==> config.mk <==
export PLATFORM = sky130hd
export DESIGN_NAME = sub4_operand_ctrl_flat
export DESIGN_NICKNAME = d
export VERILOG_FILES = /design/src/rtl/sub4_operand_ctrl_if.sv /design/src/rtl/sub4_operand_ctrl.sv /design/src/flat_wrapper.sv
export SDC_FILE = /design/constraint.sdc
export NUM_CORES = 1
export LEC_CHECK = 0
export ABC_AREA = 1
export ABC_CLOCK_PERIOD_IN_PS = 1700
export CAP_MARGIN = 15
export CORE_UTILIZATION = 40
export CTS_BUF_LIST = sky130_fd_sc_hd__clkbuf_8 sky130_fd_sc_hd__clkbuf_16
export CTS_CLUSTER_DIAMETER = 50
export DETAILED_ROUTE_END_ITERATION = 8
export SLEW_MARGIN = 30
export SYNTH_ARGS = -nofsm -noshare
export SYNTH_HDL_FRONTEND = slang
export SYNTH_SLANG_ARGS = --single-unit
==> constraint.sdc <==
create_clock -name CLK -period 1.7 [get_ports CLK]
set_input_delay 0.255 -clock CLK [delete_from_list [all_inputs] [get_ports CLK]]
set_output_delay 0.255 -clock CLK [all_outputs]
set_load 0.02 [all_outputs]
==> src/rtl/sub4_operand_ctrl_if.sv <==
// Board/subtractor-facing signal bundle for the SUB4 operand controller.
// The slave modport is the controller; the master modport is the board plus subtractor.
interface sub4_operand_ctrl_if #(
  parameter int unsigned WIDTH = 4
);
  logic [WIDTH-1:0] SW;
  logic             BTN_ENTER;
  logic             BTN_CLR;
  logic [WIDTH-1:0] SUB_A;
  logic [WIDTH-1:0] SUB_B;
  logic [WIDTH-1:0] SUB_RES;
  logic [WIDTH-1:0] RESULT;
  logic             NEG;
  logic             VALID;
  logic [1:0]       STATE;

  modport slave (
    input  SW, BTN_ENTER, BTN_CLR, SUB_RES,
    output SUB_A, SUB_B, RESULT, NEG, VALID, STATE
  );

  modport master (
    output SW, BTN_ENTER, BTN_CLR, SUB_RES,
    input  SUB_A, SUB_B, RESULT, NEG, VALID, STATE
  );
endinterface

==> src/rtl/sub4_operand_ctrl.sv <==
// Operand capture, ENTER debounce and result registration around the 4-bit
// absolute-difference subtractor.
module sub4_operand_ctrl #(
  parameter int unsigned WIDTH        = 4,
  parameter int unsigned DEBOUNCE_CYC = 1000
) (
  input  logic                CLK,
  input  logic                RST_N,
  sub4_operand_ctrl_if.slave  bus
);
  localparam int unsigned CntW = (DEBOUNCE_CYC > 1) ? $clog2(DEBOUNCE_CYC) : 1;
  localparam logic [CntW-1:0] CntMax = CntW'(DEBOUNCE_CYC - 1);

  typedef enum logic [1:0] {
    StA    = 2'b00,
    StB    = 2'b01,
    StCalc = 2'b10,
    StShow = 2'b11
  } state_e;

  state_e           r_state, w_state_nxt;
  logic [1:0]       r_enter_sync, r_clr_sync;
  logic             r_enter_last, r_enter_db, r_enter_db_prev;
  logic [CntW-1:0]  r_db_cnt;
  logic [WIDTH-1:0] r_sub_a, r_sub_b, r_result;
  logic             r_neg, r_valid;
  logic [WIDTH-1:0] w_sub_a_nxt, w_sub_b_nxt, w_result_nxt;
  logic             w_neg_nxt, w_valid_nxt;
  logic             w_press, w_clr;

  // Counter saturates at CntMax so a held level never re-triggers.
  always_ff @(posedge CLK) begin
    if (!RST_N) begin
      r_enter_sync    <= '0;
      r_clr_sync      <= '0;
      r_enter_last    <= 1'b0;
      r_enter_db      <= 1'b0;
      r_enter_db_prev <= 1'b0;
      r_db_cnt        <= '0;
    end else begin
      r_enter_sync    <= {r_enter_sync[0], bus.BTN_ENTER};
      r_clr_sync      <= {r_clr_sync[0], bus.BTN_CLR};
      r_enter_last    <= r_enter_sync[1];
      r_enter_db_prev <= r_enter_db;
      if (r_enter_sync[1] != r_enter_last) begin
        r_db_cnt <= '0;
      end else if (r_db_cnt == CntMax) begin
        r_enter_db <= r_enter_sync[1];
      end else begin
        r_db_cnt <= r_db_cnt + 1'b1;
      end
    end
  end

  assign w_press = r_enter_db & ~r_enter_db_prev;
  assign w_clr   = r_clr_sync[1];

  always_ff @(posedge CLK) begin
    if (!RST_N) r_state <= StA;
    else        r_state <= w_state_nxt;
  end

  always_comb begin
    w_state_nxt = r_state;
    if (w_clr) begin
      w_state_nxt = StA;
    end else begin
      unique case (r_state)
        StA:     if (w_press) w_state_nxt = StB;
        StB:     if (w_press) w_state_nxt = StCalc;
        StCalc:  w_state_nxt = StShow;
        StShow:  if (w_press) w_state_nxt = StB;
        default: w_state_nxt = StA;
      endcase
    end
  end

  // CLR wipes the result but keeps the captured operands.
  always_comb begin
    w_sub_a_nxt  = r_sub_a;
    w_sub_b_nxt  = r_sub_b;
    w_result_nxt = r_result;
    w_neg_nxt    = r_neg;
    w_valid_nxt  = r_valid;
    if (w_clr) begin
      w_result_nxt = '0;
      w_neg_nxt    = 1'b0;
      w_valid_nxt  = 1'b0;
    end else begin
      unique case (r_state)
        StA: if (w_press) w_sub_a_nxt = bus.SW;
        StB: if (w_press) w_sub_b_nxt = bus.SW;
        StCalc: begin
          w_result_nxt = bus.SUB_RES;
          w_neg_nxt    = (r_sub_a < r_sub_b);
          w_valid_nxt  = 1'b1;
        end
        StShow: if (w_press) begin
          w_sub_a_nxt = bus.SW;
          w_valid_nxt = 1'b0;
        end
        default: ;
      endcase
    end
  end

  always_ff @(posedge CLK) begin
    if (!RST_N) begin
      r_sub_a  <= '0;
      r_sub_b  <= '0;
      r_result <= '0;
      r_neg    <= 1'b0;
      r_valid  <= 1'b0;
    end else begin
      r_sub_a  <= w_sub_a_nxt;
      r_sub_b  <= w_sub_b_nxt;
      r_result <= w_result_nxt;
      r_neg    <= w_neg_nxt;
      r_valid  <= w_valid_nxt;
    end
  end

  assign bus.SUB_A  = r_sub_a;
  assign bus.SUB_B  = r_sub_b;
  assign bus.RESULT = r_result;
  assign bus.NEG    = r_neg;
  assign bus.VALID  = r_valid;
  assign bus.STATE  = r_state;
endmodule

==> src/flat_wrapper.sv <==
// flat-port wrapper written by rule: the top's interface ports become plain ports
module sub4_operand_ctrl_flat 
#(
  parameter int unsigned WIDTH        = 4,
  parameter int unsigned DEBOUNCE_CYC = 1000
)
  (CLK, RST_N, bus_SW, bus_BTN_ENTER, bus_BTN_CLR, bus_SUB_RES, bus_SUB_A, bus_SUB_B, bus_RESULT, bus_NEG, bus_VALID, bus_STATE);
  sub4_operand_ctrl_if #(.WIDTH(WIDTH)) bus_i ();
  input  logic CLK;
  input  logic RST_N;
  input wire logic [$bits(bus_i.SW)-1:0] bus_SW;
  input wire logic [$bits(bus_i.BTN_ENTER)-1:0] bus_BTN_ENTER;
  input wire logic [$bits(bus_i.BTN_CLR)-1:0] bus_BTN_CLR;
  input wire logic [$bits(bus_i.SUB_RES)-1:0] bus_SUB_RES;
  output wire logic [$bits(bus_i.SUB_A)-1:0] bus_SUB_A;
  output wire logic [$bits(bus_i.SUB_B)-1:0] bus_SUB_B;
  output wire logic [$bits(bus_i.RESULT)-1:0] bus_RESULT;
  output wire logic [$bits(bus_i.NEG)-1:0] bus_NEG;
  output wire logic [$bits(bus_i.VALID)-1:0] bus_VALID;
  output wire logic [$bits(bus_i.STATE)-1:0] bus_STATE;
  assign bus_i.SW = bus_SW;
  assign bus_i.BTN_ENTER = bus_BTN_ENTER;
  assign bus_i.BTN_CLR = bus_BTN_CLR;
  assign bus_i.SUB_RES = bus_SUB_RES;
  assign bus_SUB_A = bus_i.SUB_A;
  assign bus_SUB_B = bus_i.SUB_B;
  assign bus_RESULT = bus_i.RESULT;
  assign bus_NEG = bus_i.NEG;
  assign bus_VALID = bus_i.VALID;
  assign bus_STATE = bus_i.STATE;
  sub4_operand_ctrl #(.WIDTH(WIDTH), .DEBOUNCE_CYC(DEBOUNCE_CYC)) u_core (.CLK(CLK), .RST_N(RST_N), .bus(bus_i));
endmodule
==> impl_metrics.ini, run 1 <==
[finish]
multi_input_area_um2 = 629.4
area_growth_pct = 30.74
design.final.nets = 248
diodes = 0
fillers = 327
drive_above_1_share_pct = 6.087
ff_latch_area_um2 = 660.6

[power_and_ir_drop]
pwr_density_cell_nw_per_um2 = 948.9
leakage_nw = 0.7932
finalPower_mw = 1.777
peakVddDrop_uv = 628.2

[logic_synthesis]
synth_nets = 213
synthCells = 194
synth_top_area_share_pct = 46.11
synth_ff_type = dfxtp_1
ys_seq_elements = 33
avgSynthCellArea_um2 = 7.385
synthTopCellsByArea = dfxtp_1 (46%), nand2_1 (11%), inv_1 (9.7%)
seq_area_frac_synth_pct = 46.11
synth.distinct_cells = 21
synth_edf_count = 0
netlist_area_um2 = 1433
yosys.area.top_type = dfxtp_1
synthArstFlopShare_pct = 0
ys_warn_count = 0

[timing]
timing.setup.tns_ns = 0
hold_viol = 0
fmax_ghz = 0.6457
finalSetupViolCount = 0
timing.slew.headroom_pct = 79.04
layout_worst_path_cycle_share_pct = 91.11
drv_slew = 0
layout_min_cycle_time_ns = 1.549
finClkSkew_ns = 0.003669
rsz0062_at_grt = no
worst_slew_pin_slew_ns = 0.3136

[global_route]
grt_max_degree = 16
grt_pass1_vias = 1139
groute.usage.overall_pct = 16.93
gr-total-overflow = 0
antenna_found_initial = 0
grt_pass1_wl_um = 4685

[route]
vias_per_cell = 4.511
route.detailed.drc = 0
drtPass1Iterations = 4
wirelength_um = 2816
wl_per_cell_um = 10.20
antenna_left = 0
route.vias.total = 1245
dr.first_iter.drc_count = 41

[die]
fp.dieW_um = 61.85
start_util_pct = 42.27
die_area_um2 = 3825
dieHeight_um = 61.85
core-area_um2 = 3390
num_rows = 21
design.portCount = 28

[setup_path]
r2r_slack_ns = 0.23
crit_chain = clkdlybuf4s50_1
slowest_stage = clkdlybuf4s50_1
path_buf_inv = 1
crit_required_ns = 1.44
critical-path-top-delay-family = buffers and inverters
r2r_end = u_core.bus.SUB_A[0]
rr_worst_depth = 7
endpoint_kind = output port
crit_path_start_kind = flop
crit_end = bus_STATE[0]
path_class = flop to output port
worstSetupPathDepth = 1
worstSetupStartpoint = u_core.bus.STATE[0]
worst-path-max-fanout = 4
arrival_ns = 1.29
r2r-start = u_core.bus.STATE[0]
slowest_delay_ns = 0.64

[clock_tree]
ctsResizeCount = 0
clk_pin_slew_worst_paths_ns = 0.06
clockRootBuffer = clkbuf_8
clk_latency_ns = 0.27
cts_tree = done
post_cts_buffers = 0
htreeDepth = 2
clk_path_buf_depth = 2
numCtsBuffers = 5
postCtsHoldBufs = 0
cts_sinks = 33

[flow_run]
max_cap_viol_count = 0

[place]
dp_hpwl_um = 2156
io_buffers = 27
place.gp.congestion = 0.7668

[worst_hold_path]
hold_path_class = flop to flop

[run_status]
outcome = finished, final reports clean
how the worst min path moves through the flow:
stage,startpoint,end,slack [ns],cells after the start
2_1_floorplan,bus_BTN_CLR,u_core.r_clr_sync[0],0.35,2
3_3_place_gp,u_core.r_clr_sync[0],u_core.r_clr_sync[1],0.40,2
3_5_place_dp,u_core.r_clr_sync[0],u_core.r_clr_sync[1],0.40,2
4_1_cts,u_core.r_clr_sync[0],u_core.r_clr_sync[1],0.42,2
5_1_grt,u_core.r_clr_sync[0],u_core.r_clr_sync[1],0.45,2
6_report,u_core.r_clr_sync[0],u_core.r_clr_sync[1],0.42,2
registers in the layout, indices dropped and copies added, names as in the netlist:
signal	count
u_core.bus.VALID	1
u_core.bus.RESULT	4
u_core.r_enter_db_prev	1
u_core.r_enter_db	1
u_core.r_clr_sync	2
u_core.bus.SUB_B	4
u_core.bus.SUB_A	4
u_core.r_enter_last	1
u_core.bus.NEG	1
u_core.bus.STATE	2
u_core.r_enter_sync	2
u_core.r_db_cnt	10
layout make-up:
class,count,share of cell area [%]
flip-flops and latches,33,35.27
multi-input cells,123,33.60
repair buffers,29,15.23
inverters,37,7.415
clock buffers,7,5.144
well taps,46,3.073
clock inverters,1,0.2672
metrics by stage:
stage / area, µm² / worst slack (ns) / hold WS (ns) / util [%] / cells
2_1_floorplan: 1433 / 0.2981 / 0.3526 / - / 194
3_3_place_gp: 1772 / 0.2829 / 0.3987 / 52.27 / 268
3_5_place_dp: 1772 / 0.2263 / 0.4026 / 52.27 / 268
4_1_cts: 1873 / 0.1462 / 0.4182 / 55.26 / 276
5_1_grt: 1873 / 0.08146 / 0.4460 / 55.26 / 276
6_report: 1873 / 0.1512 / 0.4179 / 55.26 / 276
cell families after synthesis:
| logic type | Yosys count | share of synthesized area, % |
|---|---|---|
| fa+ha+maj | 7 | 6.113 |
| xor+xnor | 2 | 1.223 |
| simple gates | 76 | 22.80 |
| buf+inv | 38 | 9.956 |
| compound gates | 38 | 13.80 |
| flops | 33 | 46.11 |
report_power, final:
group,switching (mW),internal (mW)
clock,0.264,0.365
sequential,0.0332,0.818
combinational,0.161,0.136
synth_stat cells (2+ instances only):
| library cell | instances |
|---|---|
| nor3_1 | 2 |
| a21oi_1 | 22 |
| o21ai_0 | 13 |
| a211oi_1 | 2 |
| nand4_1 | 4 |
| ha_1 | 7 |
| dfxtp_1 | 33 |
| nand2_1 | 41 |
| inv_1 | 37 |
| nand3_1 | 3 |
| nor2_1 | 20 |
layout by cell type, fill, tap and decap left out, drive strengths merged:
| master | netlist | layout |
|---|---|---|
| o21ai | 13 | 13 |
| o21bai | 1 | 1 |
| dfxtp | 33 | 33 |
| a211oi | 2 | 2 |
| nor2 | 22 | 22 |
| inv | 37 | 37 |
| clkbuf | 1 | 7 |
| nand2 | 42 | 42 |
| nand3b | 1 | 1 |
| nor3 | 2 | 2 |
| nand3 | 4 | 4 |
| clkinv | 0 | 1 |
| xor2 | 1 | 1 |
| nand4 | 4 | 4 |
| xnor2 | 1 | 1 |
| a21oi | 22 | 22 |
| buf | 0 | 2 |
| ha | 7 | 7 |
| clkdlybuf4s50 | 0 | 27 |
| or2 | 1 | 1 |
layer usage:
| metal | share of wire (%) | routed length (µm) | global-route usage, % | vias up |
|---|---|---|---|---|
| li1 | - | - | - | 679 |
| met1 | 49 | 1385 | 21.40 | 540 |
| met2 | 46 | 1289 | 27.04 | 22 |
| met3 | 3.8 | 108 | 5.176 | 4 |
| met4 | 1.2 | 34 | 6.667 | 0 |
| met5 | 0 | 0 | 0 | - |
Note: power is estimated with default switching activity, not from simulation.
==> run 2: changes to the inputs <==
RECOVER_POWER = 50   (was unset)
SKIP_LAST_GASP = 1   (was unset)
==> run 2 against run 1 <==
Critical path depth unchanged. Utilization fell by 0.37 points. Setup slack about the same. Largest cell class unchanged.
==> impl_metrics.ini, run 2 (same netlist as run 1, synthesis figures left out) <==
[route]
wl_per_cell_um = 10.22
drtPass1Iterations = 4
wirelength_um = 2822
dr.first_iter.drc_count = 40
route.vias.total = 1245
route.detailed.drc = 0
antenna_left = 0
vias_per_cell = 4.511

[die]
start_util_pct = 42.27
die_area_um2 = 3825
design.portCount = 28
fp.dieW_um = 61.85
core-area_um2 = 3390
num_rows = 21
dieHeight_um = 61.85

[clock_tree]
numCtsBuffers = 5
htreeDepth = 2
cts_tree = done
ctsResizeCount = 0
post_cts_buffers = 0
postCtsHoldBufs = 0
clockRootBuffer = clkbuf_8
clk_pin_slew_worst_paths_ns = 0.06
cts_sinks = 33
clk_latency_ns = 0.27
clk_path_buf_depth = 2

[setup_path]
worst-path-max-fanout = 4
crit_required_ns = 1.44
crit_chain = clkdlybuf4s50_1
r2r-start = u_core.bus.STATE[0]
arrival_ns = 1.29
slowest_delay_ns = 0.64
endpoint_kind = output port
crit_path_start_kind = flop
r2r_end = u_core.bus.SUB_A[0]
critical-path-top-delay-family = buffers and inverters
r2r_slack_ns = 0.23
slowest_stage = clkdlybuf4s50_1
path_class = flop to output port
path_buf_inv = 1
rr_worst_depth = 7

[worst_hold_path]
whs_endpoint = u_core.r_clr_sync[1]
hold_path_class = flop to flop
whs_path_depth = 2
hold_start = u_core.r_clr_sync[0]

[power_and_ir_drop]
leakage_nw = 0.7861
peakVddDrop_uv = 628.2
finalPower_mw = 1.774
pwr_density_cell_nw_per_um2 = 953.5

[timing]
timing.slew.headroom_pct = 64.76
timing.setup.tns_ns = 0
finalSetupViolCount = 0
drv_slew = 0
hold_viol = 0
fin_ws_ns = 0.1510
fmax_ghz = 0.6456
rsz0062_at_grt = no
worst_slew_pin_slew_ns = 0.5286
finClkSkew_ns = 0.003769
layout_min_cycle_time_ns = 1.549
layout_worst_path_cycle_share_pct = 91.12
fin_hold_ws_ns = 0.4179

[finish]
instances_no_fill = 276
fillers = 329
diodes = 0
design.final.nets = 248
area_growth_pct = 29.87
drive_above_1_share_pct = 4.783
top_register = u_core.r_db_cnt
mostFrequentLayoutCells = nand2_1 (41), inv_1 (37), dfxtp_1 (33), clkdlybuf4s50_1 (26), a21oi_1 (22)
final_common_cell = nand2_1
largest_reg_flops = 10

[place]
place.gp.congestion = 0.7668
dp_hpwl_um = 2156
dp_cells = 268
pre_cts_ws_ns = 0.2263
io_buffers = 27

[global_route]
antenna_found_initial = 0
gr-total-overflow = 0
grt_pass1_wl_um = 4685
grt_pass1_vias = 1139
grt_max_degree = 16
groute.usage.overall_pct = 16.93

[flow_run]
max_cap_viol_count = 0

[run_status]
outcome = finished, final reports clean
[run 2: power breakdown]
group / switching [mW] / internal [mW] / total (mW) / leakage (nW)
sequential: 0.0326 / 0.818 / 0.850 / 0.268
clock: 0.264 / 0.365 / 0.630 / 0.0542
combinational: 0.161 / 0.133 / 0.294 / 0.464
total: 0.458 / 1.32 / 1.77 / 0.786
[run 2: how the worst max path moves through the flow]
stage                           to  slack, ns  cells past startpoint                start
6_report              bus_STATE[0]       0.15                      1  u_core.bus.STATE[0]
2_1_floorplan  u_core.bus.SUB_A[0]       0.30                      7  u_core.bus.STATE[0]
4_1_cts               bus_STATE[1]       0.15                      1  u_core.bus.STATE[1]
3_5_place_dp   u_core.bus.SUB_A[0]       0.23                      7  u_core.bus.STATE[0]
5_1_grt        u_core.bus.SUB_A[2]       0.08                      7  u_core.bus.STATE[0]
3_3_place_gp   u_core.bus.SUB_A[0]       0.28                      7  u_core.bus.STATE[0]
[run 2: per-stage QoR]
| stage | util (%) | cell area [µm²] |
|---|---|---|
| 2_1_floorplan | - | 1433 |
| 3_3_place_gp | 52.27 | 1772 |
| 3_5_place_dp | 52.27 | 1772 |
| 4_1_cts | 55.26 | 1873 |
| 5_1_grt | 54.89 | 1861 |
| 6_report | 54.89 | 1861 |
[run 2: final cells by class]
class	instances	area [µm²]	share of cell area, %
clock buffers	7	96.34	5.178
clock inverters	1	5.005	0.2690
inverters	37	138.9	7.465
multi-input cells	123	624.3	33.56
flip-flops and latches	33	660.6	35.51
well taps	46	57.56	3.093
repair buffers	29	277.8	14.93
[run 2: routing by layer]
metal | part of all wire (%) | global-route usage, %
met1 | 49 | 21.40
met2 | 45 | 27.04
met3 | 3.8 | 5.176
met4 | 1.2 | 6.667
met5 | 0 | 0
==> patch 1 (config.mk and constraints of run 2) <==
`WIDTH` is set to 4 in 3 places; all go to 3.
--- a/src/rtl/sub4_operand_ctrl_if.sv
+++ b/src/rtl/sub4_operand_ctrl_if.sv
@@ -1,7 +1,7 @@
 // Board/subtractor-facing signal bundle for the SUB4 operand controller.
 // The slave modport is the controller; the master modport is the board plus subtractor.
 interface sub4_operand_ctrl_if #(
-  parameter int unsigned WIDTH = 4
+  parameter int unsigned WIDTH = 3
 );
   logic [WIDTH-1:0] SW;
   logic             BTN_ENTER;
--- a/src/rtl/sub4_operand_ctrl.sv
+++ b/src/rtl/sub4_operand_ctrl.sv
@@ -1,7 +1,7 @@
 // Operand capture, ENTER debounce and result registration around the 4-bit
 // absolute-difference subtractor.
 module sub4_operand_ctrl #(
-  parameter int unsigned WIDTH        = 4,
+  parameter int unsigned WIDTH        = 3,
   parameter int unsigned DEBOUNCE_CYC = 1000
 ) (
   input  logic                CLK,
--- a/src/flat_wrapper.sv
+++ b/src/flat_wrapper.sv
@@ -1,7 +1,7 @@
 // flat-port wrapper written by rule: the top's interface ports become plain ports
 module sub4_operand_ctrl_flat 
 #(
-  parameter int unsigned WIDTH        = 4,
+  parameter int unsigned WIDTH        = 3,
   parameter int unsigned DEBOUNCE_CYC = 1000
 )
   (CLK, RST_N, bus_SW, bus_BTN_ENTER, bus_BTN_CLR, bus_SUB_RES, bus_SUB_A, bus_SUB_B, bus_RESULT, bus_NEG, bus_VALID, bus_STATE);
Ports: changed (5 resized); port bits go from 28 to 23. The function was not compared with the original's and may differ.
==> patch 1 against run 2 <==
  * Cell area decreased by 11%
  * Critical path depth stayed put
  * Area after synthesis shrank 9.2%
  * Wire length down 14%
  * Largest cell class unchanged
  * Worst setup slack better by 0.00059 ns
  * Sequential cell count down 3
  * Global-route usage grew 0.30 points
  * Critical path type unchanged
Power is not compared: it rests on default switching activity, and its combinational part moved more than twofold at a synthesized area within 25%.
==> patch 1: results (changes against run 2) <==
Outcome
  • Status: complete, no violations

Power and ir drop
  • Worst VDD drop: around 460 uV
  • Lkg Pwr: a little under 0.7 nW

Global routing
  • Largest net degree at the start of global routing: 12 (-4)
  • Number of antenna violations at the first check in global routing: 0 (unchanged)
  • Vias in the first global route: 1015 (-11%)
  • First-pass GRT wire length: 4.31 mm (-8.1%)
  • Gr usage total: 0.172 (+0.00303)

Cells and area
  • Fill count: 300 (-8.8%)
  • Net count, final: 218 (-12%)
  • ANT cells: 0 (unchanged)
  • Largest Register: u_core.r_db_cnt
  • Max reg flops: 10 (unchanged)
  • Proportion of layout cells with a drive suffix above 1: 0.0792 (+0.0314)

Worst hold path
  • Hold path depth: 2 (unchanged)
  • Min-Delay Path Class: reg -> reg

Placement
  • DP Worst Slack: 0.132 ns (-0.0942 ns)
  • Detail Placement HPWL: 1.88 mm (-13%)
  • Placed Area: 1580 um^2 (-11%)
  • Placer congestion estimate: 0.792 (+3.3%)
  • PortBufs: 22 (-19%)

Clock tree
  • CTS Root Cell: clkbuf_8
  • Total CTS buffers: 5 (unchanged)
  • CTS Buffer Depth: 2 (unchanged)
  • Setup Buffers After CTS: 0 (unchanged)
  • Post-cts gate resize count: 0 (unchanged)
  • Worst skew pair latency: 0.28 ns
  • Number of H-tree levels: 2 (unchanged)
  • CTS clock-pin slew for the worst setup and hold paths: 0.06 ns (about the same)

Detailed routing
  • Vias per inst: 4.48 (-0.60%)
  • Pre-antenna DRT Iters: 4 (unchanged)
  • Drt total wl: 2.44 mm (-14%)
  • Detailed Route Iter0 Violations: 39 (-2.5%)

Worst setup path
  • Worst reg-to-reg setup slack: 0.25 ns (+0.02 ns)
  • WP data arrival: 1.29 ns (about the same)
  • CP top delay family: buffers and inverters
  • Slowest cell on the critical path: clkdlybuf4s50_1
  • CP max FO: 4 (unchanged)
  • Crit path largest cell delay: approximately 0.63 ns
  • Depth of the most critical reg-to-reg path: 7 (unchanged)

Timing
  • Max transition margin: 0.767 (+0.120)
  • Tcrit/Tclk final: 0.911 (about the same)
  • Setup Skew: 0.00613 ns (+0.00236 ns)
  • Final Hold Violating Endpoints: 0 (unchanged)

Run
  • Max Cap Viol: 0 (unchanged)

Logic synthesis
  • Post-synth cell types: 23 (+9.5%)
  • Syn Nets: 189 (-11%)
  • Dominant synthesized flop cell: dfxtp_1
  • Synth async-reset ratio: 0 (unchanged)
  • Synth area leaders: dfxtp_1 (46%), nand2_1 (10%), inv_1 (9.2%)
  • Synth warnings: 0 (unchanged)
  • Post-synthesis sequential area ratio: 0.462 (about the same)
  • Most frequent cells after synthesis: nand2_1 (35), inv_1 (32), dfxtp_1 (30)
## patch 1: cell count changes after synthesis, moves of 2 or more
cell,change
inv_1,-5
dfxtp_1,-3
a21oi_1,-3
nand2_1,-6
nor2_1,-4
nor2_2,+2
## patch 1: path summary, 6_finish.rpt
kind | start | endpoint
setup / recovery | u_core.bus.STATE[0] | bus_STATE[0]
hold / removal | u_core.r_clr_sync[0] | u_core.r_clr_sync[1]
setup reg to reg | u_core.bus.STATE[0] | u_core.bus.SUB_A[2]
hold reg to reg | u_core.r_clr_sync[0] | u_core.r_clr_sync[1]
## patch 1: cell type report
class,count,area (um^2),share of cell area
inverters,33,124,0.0749
multi-input cells,109,572,0.346
clock inverters,2,10.0,0.00605
repair buffers,23,224,0.135
clock buffers,5,68.8,0.0416
flip-flops and latches,30,601,0.363
well taps,44,55.1,0.0333
## patch 1: cells by family after synthesis
group / count (synthesis) / share of synthesized area
XOR/XNOR: 1 / 0.00673
adder cells (fa/ha/maj): 6 / 0.0577
AND/OR/NAND/NOR: 67 / 0.234
AO/OA/AOI/OAI: 35 / 0.141
flip-flops: 30 / 0.462
buffers and inverters: 34 / 0.0990
## patch 1: routing by layer
layer / share of wire / global-route usage / up-vias
met1: 0.49 / 0.205 / 476
met4: 0.033 / 0.136 / 0
met5: 0 / 0 / -
met2: 0.44 / 0.263 / 20
li1: - / - / 599
met3: 0.038 / 0.0459 / 8
## patch 1: where the power goes
| group | total [mW] | internal [mW] | switching (mW) |
|---|---|---|---|
| clock network | 0.520 | 0.273 | 0.246 |
| registers | 0.722 | 0.714 | 0.00721 |
| logic | 0.0626 | 0.0309 | 0.0317 |
| total | 1.30 | 1.02 | 0.285 |
## patch 1: per-stage QoR
| stage | std cells | hold slack (ns) |
|---|---|---|
| detailed placement | 239 | 0.398 |
| global placement | 239 | 0.396 |
| floorplan | 173 | 0.353 |
| global route | 246 | 0.444 |
| CTS | 246 | 0.412 |
| finish | 246 | 0.410 |
==> patch 2 (flow settings as in run 2) <==
Without the edit above. Take the reset off `r_result` and load it in a clocked block of its own.
--- a/src/rtl/sub4_operand_ctrl.sv
+++ b/src/rtl/sub4_operand_ctrl.sv
@@ -108,16 +108,18 @@
     if (!RST_N) begin
       r_sub_a  <= '0;
       r_sub_b  <= '0;
-      r_result <= '0;
       r_neg    <= 1'b0;
       r_valid  <= 1'b0;
     end else begin
       r_sub_a  <= w_sub_a_nxt;
       r_sub_b  <= w_sub_b_nxt;
-      r_result <= w_result_nxt;
       r_neg    <= w_neg_nxt;
       r_valid  <= w_valid_nxt;
     end
+  end
+
+  always_ff @(posedge CLK) begin
+    r_result <= w_result_nxt;
   end
 
   assign bus.SUB_A  = r_sub_a;
Check against the original RTL: same outputs for any inputs over 10 cycles, from zero or initial values and one cycle with RST_N low; that may be too few to reach the edited logic, so the function may still have changed.
==> patch 2 against run 2 <==
  * Cell area rose by 0.54%
  * Power rose by 11%
  * Clock skew barely moved
  * Area after synthesis rose by 1.8%
  * Sequential cell count did not move
  * Wire length fell by 0.78%
  * Maximum frequency fell by 0.82%
  * Worst setup slack got worse by 0.013 ns
  * Largest cell class unchanged
==> patch 2: results (changes against run 2) <==
Power and ir drop
  • Switching power: 547 uW (+19%)
  • Internal power: 1.42 mW (+7.8%)
  • Lkg Pwr: 0.802 nW (+2.0%)
  • Part of the power in combinational logic: 0.218 (+0.052)
  • Worst VDD drop: 684 uV (+9.0%)
  • Clk pwr share: 0.322 (-0.033)

Worst setup path
  • Worst reg-to-reg setup slack: 0.26 ns (+0.03 ns)
  • Crit path largest cell delay: 0.64 ns (about the same)
  • Depth of the most critical reg-to-reg path: 8 (+1)
  • CP Capture Point: bus_STATE[0]
  • Reg2Reg Capture Point: u_core.bus.SUB_A[2]
  • CP top delay family: buffers and inverters
  • WP data arrival: 1.31 ns (+0.02 ns)

Global routing
  • First-pass GRT wire length: 4.82 mm (+2.9%)
  • Number of antenna violations at the first check in global routing: 0 (unchanged)
  • GRT met2 Usage: 0.234 (-0.0368)
  • Largest net degree at the start of global routing: 16 (unchanged)
  • GR Layer Usage met3: 0.0456 (-0.00614)
  • Gr usage total: 0.159 (-0.0103)
  • M1 GR Usage: 0.213 (-0.00151)
  • Vias in the first global route: 1096 (-3.8%)

Timing
  • Max transition margin: 0.656 (+0.00838)
  • Post-route setup slack: 0.138 ns (-0.0127 ns)
  • Setup Skew: 0.00413 ns (+0.000359 ns)
  • Fin Hold WS: 0.416 ns (-0.00176 ns)

Logic synthesis
  • Synth area leaders: dfxtp_1 (45%), inv_1 (9.3%), nand2_1 (8.0%)
  • Syn Nets: 214 (+0.47%)
  • Post-synthesis sequential area ratio: 0.453 (-0.00831)
  • Mean area per synthesized cell: 7.48 um^2 (+1.3%)
  • Post-synth cell types: 23 (+9.5%)
  • Synth async-reset ratio: 0 (unchanged)
  • Synth warnings: 0 (unchanged)
  • Most frequent cells after synthesis: inv_1 (36), dfxtp_1 (33), nand2_1 (31)
  • Most instantiated library cell after synthesis: inv_1

Placement
  • Detail Placement HPWL: 2.16 mm (+0.21%)
  • DP Worst Slack: 0.241 ns (+0.0145 ns)
  • DP Cell Count: 268 (unchanged)
  • Placer congestion estimate: 0.783 (+2.1%)
  • Placed Area: 1790 um^2 (+1.1%)

Detailed routing
  • Drt total wl: 2.80 mm (-0.78%)
  • Detailed Route Iter0 Violations: 56 (+40%)
  • Wire per inst: 10.1 um (-0.78%)
  • Vias per inst: 4.65 (+3.1%)

Worst hold path
  • WHS Endpoint: u_core.r_enter_sync[1]
  • Hold Crit Start: u_core.r_enter_sync[0]

Cells and area
  • Net count, final: 248 (unchanged)
  • ANT cells: 0 (unchanged)
  • Max reg flops: 10 (unchanged)
  • Proportion of layout cells with a drive suffix above 1: 0.0565 (+0.00870)

Outcome
  • Status: complete, no violations

Clock tree
  • CTS Root Cell: clkbuf_8
  • Post-cts gate resize count: 0 (unchanged)
==> patch 2: changes by cell type after synthesis, moves of 4 or more <==
cell     before  now
a21oi_1      22   18
nand2_1      41   31
nor2_1       20   27
o21ai_0      13   19
==> patch 2: cell families (layout without fill, tap and decap cells) <==
family,count (synthesis),count (layout),synth area share
adder cells (fa/ha/maj),7,7,0.0600
AO/OA/AOI/OAI,40,40,0.142
XOR/XNOR,1,1,0.00600
flip-flops,33,33,0.453
buffers and inverters,38,73,0.0978
AND/OR/NAND/NOR,76,76,0.241
==> patch 2: cell type report <==
type | instances | area (um^2)
clock buffers | 7 | 96.3
inverters | 37 | 139
clock inverters | 1 | 5.00
well taps | 46 | 57.6
multi-input cells | 124 | 638
flip-flops and latches | 33 | 661
repair buffers | 28 | 274
fillers | 340 | 1550
==> patch 2: routing by layer <==
metal | part of all wire | up-vias
met5 | 0 | -
met4 | 0.015 | 0
met3 | 0.038 | 5
met2 | 0.43 | 28
met1 | 0.51 | 566
li1 | - | 685
